**src/rtl/uart_tx_buffered.sv**
```systemverilog
// Buffered UART transmitter: one-entry holding register feeding a start/data/parity/stop
// serialiser with a runtime baud divider; frames can go out back-to-back with no idle gap.
module uart_tx_buffered #(
  parameter int unsigned DATA_WIDTH = 8,
  parameter int unsigned DIV_WIDTH  = 16
) (
  input  logic                  CLK,
  input  logic                  RST_ASYN,
  input  logic [DATA_WIDTH-1:0] P_DATA,
  input  logic                  Data_Valid,
  output logic                  Data_Ready,
  input  logic                  PAR_EN,
  input  logic                  PAR_TYP,
  input  logic                  STOP2,
  input  logic [DIV_WIDTH-1:0]  BAUD_DIV,
  output logic                  TX_OUT,
  output logic                  busy,
  output logic                  frame_done
);

  localparam int unsigned BIT_W = (DATA_WIDTH > 1) ? $clog2(DATA_WIDTH) : 1;
  localparam logic [BIT_W-1:0] LAST_BIT = BIT_W'(DATA_WIDTH - 1);

  typedef enum logic [2:0] {
    S_IDLE, S_START, S_DATA, S_PARITY, S_STOP1, S_STOP2
  } state_t;

  typedef struct packed {
    logic [DATA_WIDTH-1:0] data;
    logic                  par_bit;
    logic                  par_en;
    logic                  stop2;
  } word_t;

  state_t               state_q, state_d;
  logic [DIV_WIDTH-1:0] cnt_q, cnt_d;
  logic [DIV_WIDTH-1:0] div_q, div_d;
  logic [BIT_W-1:0]     bit_q, bit_d;
  word_t                frame_q, frame_d;
  word_t                hold_q, hold_d;
  logic                 hold_full_q, hold_full_d;
  logic                 rdy_q, rdy_d;
  logic                 tx_q, tx_d;
  logic                 busy_q, busy_d;
  logic                 done_q, done_d;
  logic                 last_baud, last_stop, load, accept;

  // State and datapath registers; line parks high while reset is held.
  always_ff @(posedge CLK or negedge RST_ASYN) begin
    if (!RST_ASYN) begin
      state_q     <= S_IDLE;
      cnt_q       <= '0;
      div_q       <= '0;
      bit_q       <= '0;
      frame_q     <= '0;
      hold_q      <= '0;
      hold_full_q <= 1'b0;
      rdy_q       <= 1'b0;
      tx_q        <= 1'b1;
      busy_q      <= 1'b0;
      done_q      <= 1'b0;
    end else begin
      state_q     <= state_d;
      cnt_q       <= cnt_d;
      div_q       <= div_d;
      bit_q       <= bit_d;
      frame_q     <= frame_d;
      hold_q      <= hold_d;
      hold_full_q <= hold_full_d;
      rdy_q       <= rdy_d;
      tx_q        <= tx_d;
      busy_q      <= busy_d;
      done_q      <= done_d;
    end
  end

  // Next-state, holding register and look-ahead of the registered outputs.
  always_comb begin
    state_d     = state_q;
    cnt_d       = cnt_q;
    div_d       = div_q;
    bit_d       = bit_q;
    frame_d     = frame_q;
    hold_d      = hold_q;
    hold_full_d = hold_full_q;

    last_baud = (cnt_q == div_q);
    last_stop = last_baud && (((state_q == S_STOP1) && !frame_q.stop2) || (state_q == S_STOP2));
    load      = hold_full_q && ((state_q == S_IDLE) || last_stop);
    accept    = Data_Valid && rdy_q;

    if (state_q != S_IDLE) begin
      cnt_d = last_baud ? '0 : cnt_q + DIV_WIDTH'(1);
    end

    case (state_q)
      S_START: begin
        if (last_baud) begin
          state_d = S_DATA;
          bit_d   = '0;
        end
      end
      S_DATA: begin
        if (last_baud) begin
          frame_d.data = frame_q.data >> 1;
          if (bit_q == LAST_BIT) begin
            state_d = frame_q.par_en ? S_PARITY : S_STOP1;
          end else begin
            bit_d = bit_q + BIT_W'(1);
          end
        end
      end
      S_PARITY: if (last_baud) state_d = S_STOP1;
      S_STOP1:  if (last_baud) state_d = frame_q.stop2 ? S_STOP2 : S_IDLE;
      S_STOP2:  if (last_baud) state_d = S_IDLE;
      default: ;
    endcase

    // A full holding register overrides the return to IDLE, giving gapless frames.
    if (load) begin
      state_d     = S_START;
      cnt_d       = '0;
      bit_d       = '0;
      frame_d     = hold_q;
      div_d       = BAUD_DIV;
      hold_full_d = 1'b0;
    end

    if (accept) begin
      hold_d.data    = P_DATA;
      hold_d.par_bit = PAR_TYP ? ~^P_DATA : ^P_DATA;
      hold_d.par_en  = PAR_EN;
      hold_d.stop2   = STOP2;
      hold_full_d    = 1'b1;
    end

    rdy_d  = !hold_full_d;
    busy_d = (state_d != S_IDLE);
    case (state_d)
      S_START:  tx_d = 1'b0;
      S_DATA:   tx_d = frame_d.data[0];
      S_PARITY: tx_d = frame_d.par_bit;
      default:  tx_d = 1'b1;
    endcase
    done_d = (cnt_d == div_d) &&
             (((state_d == S_STOP1) && !frame_d.stop2) || (state_d == S_STOP2));
  end

  assign Data_Ready = rdy_q;
  assign TX_OUT     = tx_q;
  assign busy       = busy_q;
  assign frame_done = done_q;

endmodule

```
**config.mk**
```make
export PLATFORM = sky130hd
export DESIGN_NAME = uart_tx_buffered
export DESIGN_NICKNAME = d
export VERILOG_FILES = /design/src/rtl/uart_tx_buffered.sv
export SDC_FILE = /design/constraint.sdc
export NUM_CORES = 1
export LEC_CHECK = 0
export ABC_AREA = 0
export ABC_CLOCK_PERIOD_IN_PS = 7200
export CORE_UTILIZATION = 45
export CTS_BUF_LIST = sky130_fd_sc_hd__clkbuf_4
export DETAILED_ROUTE_END_ITERATION = 8
export GPL_ROUTABILITY_DRIVEN = 0
export GPL_TIMING_DRIVEN = 0
export PLACE_DENSITY = 0.67
export SYNTH_ARGS = -nofsm -noshare
export SYNTH_HDL_FRONTEND = slang
export SYNTH_SLANG_ARGS = --single-unit
```
**constraint.sdc**
```tcl
create_clock -name CLK -period 7.2 [get_ports CLK]
set_input_delay 0.72 -clock CLK [delete_from_list [all_inputs] [get_ports CLK]]
set_output_delay 0.72 -clock CLK [all_outputs]
set_load 0.02 [all_outputs]
```
==> metrics.txt <==
status completed; Placed Area 3830 sq um; post-route ant nets 0; XOR/XNOR Fraction of Synth Area a little over an eighth; antenna violations before repair 0; Initial Util between 40% and 50%; slowest CP cell dfrtp_1; HP Class primary input to asynchronous set/reset pin; mux cell area share after synthesis 8.93%; Layout Skew between 0.01 and 0.015 ns; Net Count, Synth 340; Core Area 7250 sq um; sequential share of the synthesized area between 40% and 50%; Achievable Freq about 340 MHz; number of clock sinks 65; Distinct cells, synth 44; Total GRT Usage about a fifth; first-pass GRT wire length 10900 um; CP Cell Sequence xor2_1, nor4_2, nand4_2, o21ai_1, nor2_1, xor2_1, a2111oi_4, nand4_1, nor4_2; CTS root buffer clkbuf_4; Slew headroom between 40 and 50%; Max Root-Sink Buffers 2; setup bufs post-CTS 0; TritonCTS clock tree built; worst-margin pin slew 0.810 ns; dpl hpwl roughly 4700 um; slowest stage delay, CP 0.45 ns; Die W approximately 89 um; largest net degree at the start of global routing 66; wire length per cell roughly 15 um; critical path class flop to flop; Vias 2329; #FFs+latches synth 65; final instance area roughly 4000 sq um; Ant. Diodes 0; Setup TNS 0 ns; Final Hold Viols 0; vias in the first global route 2288; die height 88.6 um; Clock Latency Late Sink approximately 0.41 ns; Final min period 2.94 ns; Post-Synth Simple-Gate Area between 10% and 20%; row cnt 31; first-pass detailed-route iteration total 4; Power Density between 200 and 250 nW/um^2; largest family of logic cells by synthesized area simple AND/OR/NAND/NOR gates; Worst EP required around 7.5 ns; number of enable flip-flop cells after synthesis 0; asr flop ratio synth 100%; Setup-failing EPs final 0; leakage about 1.7 nW; clock-pin slew on the worst setup and hold paths about 0.12 ns; Slew Limit Fails 0; worst-path fanout max 10; layout cell share with drive strength beyond 1 between 15 and 20%; Final nets between 300 and 400; H-tree level count 3; die area around 7900 sq um; post-CTS resize count 0; Arr. time, crit path 3.24 ns; adder-cell share of the synthesized area 1.11%; port bufs 33; DRC 0; Synth Area in Compound Gates 7.04%; Max-cap violations 0; RSZ-0062 raised after global routing false; Hold Buf Count CTS 0; Synth Warn # 0; VDD IR max between 90 and 100 uV; TritonCTS buffer count 9; Gate Count Post-Synth a little over 300; dominant synthesized flop cell dfrtp_1; final wirelength roughly 6700 um; startpoint class of the critical path flop; Initial DRC Count 87; Ports 34; Final Cycle Share 40.8%; post-DR vias/cell between 5 and 6; Mapped Area 3380 sq um; CP endpoint kind flop; grt ovf 0; Syn-to-layout area delta 18.1%; Core Util, Final between 50 and 60%; Hold WS roughly 0.4 ns; Syn Area/Cell 11.0 sq um
path summary, 6_finish.rpt:
check / start / to / slack, ns / cells past startpoint
min: RST_ASYN / bit_q[0] / 0.39 / 1
min in group CLK: hold_q[0] / frame_q[0] / 0.48 / 2
min reg2reg: hold_q[0] / frame_q[0] / 0.48 / 2
max: div_q[8] / frame_done / 4.26 / 9
max reg2reg: div_q[8] / frame_done / 4.26 / 9
max in group asynchronous: RST_ASYN / hold_q[10] / 6.27 / 1
area by class of cell:
cell class              instances  area, sq um
repair buffers                 33          328
well taps                      99          124
clock buffers                  10         75.1
plain buffers                  14         95.1
inverters                       7         26.3
clock inverters                 6         82.6
flip-flops and latches         65         1630
multi-input cells             221         1630
fillers                       647         3270
stage by stage:
| stage | setup slack, ns | std cells | total power [mW] |
|---|---|---|---|
| finish | 4.26 | 455 | 0.837 |
| global route | 4.09 | 455 | 0.881 |
| CTS | 4.24 | 455 | 0.847 |
| detailed placement | 4.28 | 439 | 0.567 |
| global placement | 3.20 | 439 | 0.564 |
| floorplan | 4.71 | 307 | 0.519 |
where the power goes:
part	leakage (nW)	switching [mW]	internal [mW]	total, mW
Sequential	0.814	0.0332	0.405	0.438
Clock	0.0777	0.135	0.142	0.277
Combinational	0.837	0.0545	0.0663	0.121
cell families (layout without fill, tap and decap cells):
kind of cell / after synthesis / in the layout
AOI/OAI and AO/OA: 33 / 33
muxes: 27 / 27
buffers and inverters: 21 / 70
DFF: 65 / 65
xor gates and xnor gates: 52 / 52
and+or+nand+nor: 106 / 106
adders and majority gates: 3 / 3
sequential cells by signal, summed over array words and instances (netlist names):
name / flops
TX_OUT: 1
frame_done: 1
state_q: 3
Data_Ready: 1
hold_full_q: 1
div_q: 16
frame_q: 11
cnt_q: 16
bit_q: 3
busy: 1
hold_q: 11
critical path, delay by kind of cell (launching register included):
family,cells,cell delay (ns)
and+or+nand+nor,5,1.30
AOI/OAI and AO/OA,2,0.69
xor gates and xnor gates,2,0.39
DFF,1,0.45
synth_stat cells (2+ instances only):
master	count	share of area [%]
nor3_1	2	0.30
nor4_2	5	1.9
inv_1	7	0.78
and4_1	2	0.52
a32o_1	2	0.59
mux2_2	23	7.7
o31ai_1	2	0.44
nor2b_1	2	0.37
xnor2_1	23	6.0
o21ai_1	2	0.30
and3_1	3	0.56
nand4_1	11	2.0
a22oi_1	7	1.6
nand2_1	36	4.0
mux2_1	2	0.67
nor2_1	18	2.0
nand3b_1	2	0.44
ha_1	3	1.1
buf_6	5	1.7
or3_1	2	0.37
mux2i_1	2	0.59
a21oi_1	5	0.74
dfrtp_1	64	47
xor2_1	29	7.5
clkbuf_1	4	0.44
nand2b_1	3	0.56
o21ai_0	10	1.5
buf_2	4	0.59
nand3_1	11	1.6
and2_1	2	0.37
per-layer routing:
layer  wire length, um  global-route usage (%)  share of wire (%)  vias to the layer above
met5                 0                       0                  0                        -
met4                73                    8.06                1.1                        0
met3               275                    4.10                4.1                        8
met2              3030                    28.0                 45                       47
met1              3280                    27.0                 49                     1125
li1                  -                       -                  -                     1149
layout by cell type, fill, tap and decap left out, drive strengths merged:
cell,n
a2111oi,1
a21o,1
a21oi,6
a22oi,7
a32o,2
and2,2
and3,4
and4,2
buf,11
bufinv,2
clkbuf,14
clkdlybuf4s50,32
clkinv,2
clkinvlp,2
dfrtp,64
dfstp,1
ha,3
inv,7
mux2,25
mux2i,2
nand2,36
nand2b,3
nand3,12
nand3b,2
nand4,12
nor2,19
nor2b,3
nor3,3
nor3b,1
nor4,5
o21ai,12
o21bai,1
o22ai,1
o31ai,2
or3,2
xnor2,23
xor2,29
No activity file was read; power rests on OpenSTA's default activity.
